[config.mk]
export PLATFORM = sky130hd
export DESIGN_NAME = btn_debouncer
export DESIGN_NICKNAME = d
export VERILOG_FILES = /design/src/rtl/btn_debouncer.sv
export SDC_FILE = /design/constraint.sdc
export NUM_CORES = 1
export LEC_CHECK = 0
export ABC_AREA = 1
export ABC_CLOCK_PERIOD_IN_PS = 3620
export BUFFER_PORTS_ARGS = -buffer_cell sky130_fd_sc_hd__buf_2
export CORE_MARGIN = 4
export CORE_UTILIZATION = 49
export DETAILED_ROUTE_END_ITERATION = 8
export MAX_ROUTING_LAYER = met4
export PLACE_DENSITY = 0.68
export SETUP_SLACK_MARGIN = 0.5
export SYNTH_ARGS = -nofsm -noshare
export SYNTH_HDL_FRONTEND = slang
export SYNTH_SLANG_ARGS = --single-unit
[constraint.sdc]
create_clock -name clk100_i -period 3.62 [get_ports clk100_i]
set_input_delay 0.181 -clock clk100_i [delete_from_list [all_inputs] [get_ports clk100_i]]
set_output_delay 0.181 -clock clk100_i [all_outputs]
set_load 0.005 [all_outputs]
[src/rtl/btn_debouncer.sv]
// Push-button conditioner: two-flop synchronizer, press/release debounce and
// hold-to-auto-repeat, with registered level and one-cycle strobes.
module btn_debouncer #(
  parameter int unsigned DEBOUNCE_CYCLES = 1000000,
  parameter int unsigned HOLD_CYCLES     = 50000000,
  parameter int unsigned REPEAT_CYCLES   = 10000000
) (
  input  logic clk100_i,
  input  logic rst_i,
  input  logic btn_i,
  output logic btn_level_o,
  output logic btn_was_pressed_o,
  output logic btn_released_o,
  output logic repeat_active_o
);

  localparam int unsigned TM_MAX = (HOLD_CYCLES > REPEAT_CYCLES) ? HOLD_CYCLES : REPEAT_CYCLES;
  localparam int unsigned DB_W   = $clog2(DEBOUNCE_CYCLES);
  localparam int unsigned TM_W   = $clog2(TM_MAX);

  localparam logic [DB_W-1:0] DB_LAST   = DB_W'(DEBOUNCE_CYCLES - 1);
  localparam logic [TM_W-1:0] HOLD_LAST = TM_W'(HOLD_CYCLES - 1);
  localparam logic [TM_W-1:0] REP_LAST  = TM_W'(REPEAT_CYCLES - 1);

  typedef enum logic [2:0] {
    IDLE       = 3'd0,
    PRESS_DB   = 3'd1,
    HELD       = 3'd2,
    REPEAT     = 3'd3,
    RELEASE_DB = 3'd4
  } state_t;

  state_t            state_q, state_d;
  logic              sync1_q, btn_s_q;
  logic [DB_W-1:0]   db_cnt_q, db_cnt_d;
  logic [TM_W-1:0]   tm_cnt_q, tm_cnt_d;
  logic              level_q, level_d;
  logic              pressed_q, pressed_d;
  logic              released_q, released_d;
  logic              repeat_q, repeat_d;

  // Counters only advance while below their terminal value, so they can never wrap.
  always_comb begin
    state_d    = state_q;
    db_cnt_d   = db_cnt_q;
    tm_cnt_d   = tm_cnt_q;
    pressed_d  = 1'b0;
    released_d = 1'b0;
    case (state_q)
      IDLE: begin
        if (btn_s_q) begin
          state_d  = PRESS_DB;
          db_cnt_d = '0;
        end
      end
      PRESS_DB: begin
        if (!btn_s_q) begin
          state_d = IDLE;
        end else if (db_cnt_q >= DB_LAST) begin
          state_d   = HELD;
          tm_cnt_d  = '0;
          pressed_d = 1'b1;
        end else begin
          db_cnt_d = db_cnt_q + 1'b1;
        end
      end
      HELD: begin
        if (!btn_s_q) begin
          state_d  = RELEASE_DB;
          db_cnt_d = '0;
        end else if (tm_cnt_q >= HOLD_LAST) begin
          state_d   = REPEAT;
          tm_cnt_d  = '0;
          pressed_d = 1'b1;
        end else begin
          tm_cnt_d = tm_cnt_q + 1'b1;
        end
      end
      REPEAT: begin
        if (!btn_s_q) begin
          state_d  = RELEASE_DB;
          db_cnt_d = '0;
        end else if (tm_cnt_q >= REP_LAST) begin
          tm_cnt_d  = '0;
          pressed_d = 1'b1;
        end else begin
          tm_cnt_d = tm_cnt_q + 1'b1;
        end
      end
      RELEASE_DB: begin
        if (btn_s_q) begin
          // A release glitch returns to HELD and restarts the hold timer.
          state_d  = HELD;
          tm_cnt_d = '0;
        end else if (db_cnt_q >= DB_LAST) begin
          state_d    = IDLE;
          released_d = 1'b1;
        end else begin
          db_cnt_d = db_cnt_q + 1'b1;
        end
      end
      default: state_d = IDLE;
    endcase
    level_d  = (state_d == HELD) || (state_d == REPEAT) || (state_d == RELEASE_DB);
    repeat_d = (state_d == REPEAT);
  end

  always_ff @(posedge clk100_i) begin
    if (rst_i) begin
      sync1_q    <= 1'b0;
      btn_s_q    <= 1'b0;
      state_q    <= IDLE;
      db_cnt_q   <= '0;
      tm_cnt_q   <= '0;
      level_q    <= 1'b0;
      pressed_q  <= 1'b0;
      released_q <= 1'b0;
      repeat_q   <= 1'b0;
    end else begin
      sync1_q    <= btn_i;
      btn_s_q    <= sync1_q;
      state_q    <= state_d;
      db_cnt_q   <= db_cnt_d;
      tm_cnt_q   <= tm_cnt_d;
      level_q    <= level_d;
      pressed_q  <= pressed_d;
      released_q <= released_d;
      repeat_q   <= repeat_d;
    end
  end

  assign btn_level_o       = level_q;
  assign btn_was_pressed_o = pressed_q;
  assign btn_released_o    = released_q;
  assign repeat_active_o   = repeat_q;

endmodule

### Yosys cells after proc, flatten, opt, wreduce, memory -nomap -nowiden

Index checks and enable logic that the tools add are counted.

* flip-flop bits (word level): 55
* latch bits: 0
* bits in read-only memories: 0
* memories kept: 0
* memory bits (writable): 0
* word-level logic and storage cells: 69

* multipliers: 0
* eq/ne operators: 15
* multiplexer cells: 30
* reductions and logical operators: 9
* bitwise gates (word level): 1
* order comparisons: 3
* div/mod/pow operators: 0
* shift operators: 0
* add/subtract/negate cells: 2

Operator list (number)
* $mux 26: 7
* $pmux 26 s4: 1
* $mux 20: 5
* $pmux 20 s4: 1
* $add 26x1->26 const B: 1
* $ge 26x24->1 const B: 1
* $ge 26x26->1 const B: 1
* $mux 3: 8
* $add 20x1->20 const B: 1
* $ge 20x20->1 const B: 1
* $ne 2x2->1 const B: 8
* $pmux 3 s5: 1
* $eq 3x2->1 const B: 4
* $reduce_bool 4->1: 2
* $eq 3x3->1 const B: 2
* $mux 1: 6
* $reduce_and 6->1: 1
* $reduce_and 5->1: 1
* $eq 3x1->1 const B: 1
* $logic_not 3->1: 1
* $pmux 1 s3: 1
* $reduce_or 3->1: 1
* $logic_or 1x1->1: 2
* $reduce_or 2->1: 1
* $not 1->1: 1

### Longest topological paths before layout

* word-level depth: 7
* mapped depth: 14
* depth with buffers taken out: 13

### Least setup slack after synthesis

OpenSTA, ideal clock, no wires.

* kind: reg2reg
* start point: reg db_cnt_q[0]
* end point: reg tm_cnt_q[12]
* arrival time: 1485 ps
* stages on the path, launching flop included: 11
* buffers on the path: 1
* clock period less this slack: 1601 ps
* slack: 2019 ps
* data required time: 3504 ps
* cells stage by stage: dfxtp_1 ha_1 nand2_1 nand3_1 nand2_1 nand3_2 nand3_4 clkinv_2 buf_4 o21ai_0 nor2_1

* word-level cells in the longest chain between the ends: 3

Ends and longest elaborated chain
* from (decl): RTL line 35 `logic [DB_W-1:0] db_cnt_q, db_cnt_d;`
* from (signal assigned): RTL line 123 `db_cnt_q <= db_cnt_d;`
* $ge 20x20->1: RTL line 59 `end else if (db_cnt_q >= DB_LAST) begin`
* $ne 2x2->1 (no line)
* $reduce_and 6->1 (no line)
* to (signal assigned): RTL line 124 `tm_cnt_q <= tm_cnt_d;`
* to (decl): RTL line 36 `logic [TM_W-1:0] tm_cnt_q, tm_cnt_d;`

Every way passes these cells.
A chain may end at the register's enable or synchronous reset.

### Final worst setup path

* start point: reg db_cnt_q[0]
* end point: reg tm_cnt_q[16]

The elaborated chain is that of the path after synthesis.

==> impl_metrics.yaml <==
critical_path:
  cp_max_fo: 32
  r2r_setup_slack_ps: 1400
  rr_endpoint: "tm_cnt_q[16]$_SDFFE_PP0P_"
  reg2reg_depth: 10
  critPathCaptureType: "register"
  regToRegStartpoint: "db_cnt_q[0]$_SDFFE_PP0P_"
  start_kind: "register"
  critPathKind: "reg -> reg"
  worstPathRequired_ps: 3860
  cp.arrival_ps: 2460
placement:
  hpwl_mm: 6.61
  port_buffers: 6
  gp_congestion: 0.943
sta:
  fin_setup_tns_ps: 0
  fin_worst_skew_ps: 15.7
  setup_viol: 0
  fmax_mhz: 450
  hold_viol_final: 0
  slew_headroom: 0.569
  tightest_slew_ps: 646
  rsz0062_at_grt: "false"
  fin_crit_ps: 2220
  finalCritPeriodShare: 0.614
  drv_slew: 0
power:
  finalPower_w: 0.00103
  ir_drop_v: 0.000126
  p_per_area_nw_per_um2: 278
  leakage_nw: 1.40
clocking:
  cts_buffer_depth: 2
  cts_max_level: 2
  ctsResizeCount: 0
  cts_hold_buf: 0
  clkTransAtPathRegs_ps: 110
  numCtsBuffers: 5
  clk_latency_ps: 320
  post_cts_buffers: 0
  cts_sinks: 55
  cts_tree: "done"
  cts_root_buf: "clkbuf_8"
floorplanning:
  rows: 30
  io_pins: 7
  dieArea_sq_um: 8620
  coreArea_sq_um: 6910
  die_w_microns: 92.9
  fp.dieH_microns: 92.9
  start_util: 0.511
drt:
  wl_per_cell_microns: 12.9
  via_per_inst: 5.27
  ant_nets: 0
  dr.pass1.iters: 5
  vias: 3623
  drt_wl_total_mm: 8.86
  dr.first_iter.drc_count: 153
  drc: 0
grt:
  grt_use_total: 0.222
  grt_pass1_wl_mm: 15.2
  gr-total-overflow: 0
  grt_max_degree: 33
  grt_pass1_vias: 3284
  grt_antenna_before_repair: 0
synthesis:
  ys_ff_latch: 55
  synth_area_per_cell_sq_um: 5.97
  async_flop_share: 0
  synth.distinct_cells: 32
  synth_edf_count: 0
  ys.warnings.count: 0
  ys_seq_area_frac: 0.312
  netlist_area_sq_um: 3530
  synth_fp_nets: 596
  syn_inst: 591
  ys.flop_type: "dfxtp_1"
final_layout:
  fin_nets: 596
  syn_to_final_growth_pct: 4.54
  drive_gt1_frac: 0.0507
  n_antenna_cell: 0
run_status:
  run_status: "finished clean"
worst_hold_path:
  whs_endpoint: "sync1_q$_SDFF_PP0_"
  min_path_cells: 3
  hp-class: "in -> reg"
  min-delay-start: "btn_i"
job:
  drv_cap: 0
## cells in the final DEF, fill, tap and decap left out, drive strengths merged
cell type	n
and2	1
xnor2	3
nand3	49
ha	2
a31oi	3
clkinvlp	1
nand2	177
nor4	3
a21oi	39
nor3	12
inv	66
clkinv	3
clkbuf	6
nand4	21
buf	6
o21ai	20
dfxtp	55
xor2	11
nor2	111
a21o	1
o21bai	2
## flip-flops by register name, summed over array words and instances, names as in the netlist
name               flops
repeat_active_o        1
btn_s_q                1
btn_level_o            1
state_q                3
tm_cnt_q              26
btn_was_pressed_o      1
sync1_q                1
db_cnt_q              20
btn_released_o         1
## worst max path at each step
stage	start	endpoint	slack, ps
floorplan	db_cnt_q[0]$_SDFFE_PP0P_	tm_cnt_q[12]$_SDFFE_PP0P_	2020
global placement	db_cnt_q[0]$_SDFFE_PP0P_	tm_cnt_q[16]$_SDFFE_PP0P_	1420
detailed placement	db_cnt_q[0]$_SDFFE_PP0P_	tm_cnt_q[16]$_SDFFE_PP0P_	1450
CTS	db_cnt_q[0]$_SDFFE_PP0P_	tm_cnt_q[16]$_SDFFE_PP0P_	1420
global route	tm_cnt_q[3]$_SDFFE_PP0P_	tm_cnt_q[21]$_SDFFE_PP0P_	1140
finish	db_cnt_q[0]$_SDFFE_PP0P_	tm_cnt_q[16]$_SDFFE_PP0P_	1400
## critical path, cell delays in order (launching register included)
cell and delay, ps:
dfxtp_1 370, ha_1 280, nand2_1 110, nand3_1 80
nand2_1 120, nand3_2 140, nand3_4 320, clkinv_2 320
nand2_1 130, nand3_1 80, nor2_1 150
## synth_stat cells, drive strengths merged, types with 4 or more instances
master,number,share of area
nand3,49,0.074
dfxtp,55,0.31
clkbuf,4,0.0043
o21ai,20,0.029
nor2,111,0.12
xor2,11,0.027
buf,9,0.021
nand2,177,0.19
inv,66,0.070
a21oi,39,0.055
nor3,12,0.018
nand4,21,0.037
## where the power goes
| group | switching (W) | internal [W] | total (W) |
|---|---|---|---|
| Combinational | 0.0000371 | 0.00000875 | 0.0000458 |
| Sequential | 0.00000392 | 0.000608 | 0.000612 |
| Clock | 0.000211 | 0.000157 | 0.000368 |
## final cells by class
cell class	instances	area [sq um]
fill	779	3220
multi-input combinational	455	2080
sequential	55	1100
inverter	68	258
tap	96	120
clock buffer	6	82.6
timing repair buffer	6	30.0
clock inverter	2	16.3
## per-layer routing
metal | vias up | wire length [microns] | track usage
met5 | - | 0 | -
met4 | 0 | 165 | 0.0696
met3 | 16 | 339 | 0.0268
met2 | 73 | 4160 | 0.362
met1 | 1638 | 4200 | 0.287
li1 | 1896 | - | -
## kinds of logic (layout without fill, tap and decap cells)
kind of cell,Yosys count,in the layout,synth area share
AO/OA/AOI/OAI,65,65,0.0965
XOR/XNOR,14,14,0.0348
adder cells (fa/ha/maj),2,2,0.00709
buffers and inverters,81,82,0.0982
flip-flops,55,55,0.312
AND/OR/NAND/NOR,374,374,0.451
## metrics by stage
step                      setup WS [ps]  instance area, sq um   util  hold WS (ps)  std cells
after floorplan                    2020                  3530      -           288        591
after detailed placement           1450                  3590  0.520           397        680
after global placement             1420                  3590  0.520           394        680
final                              1400                  3690  0.534          72.8        688
after global routing               1140                  3690  0.534          74.3        688
after CTS                          1420                  3690  0.534          63.7        688
Power figures use the tool's default switching activity.
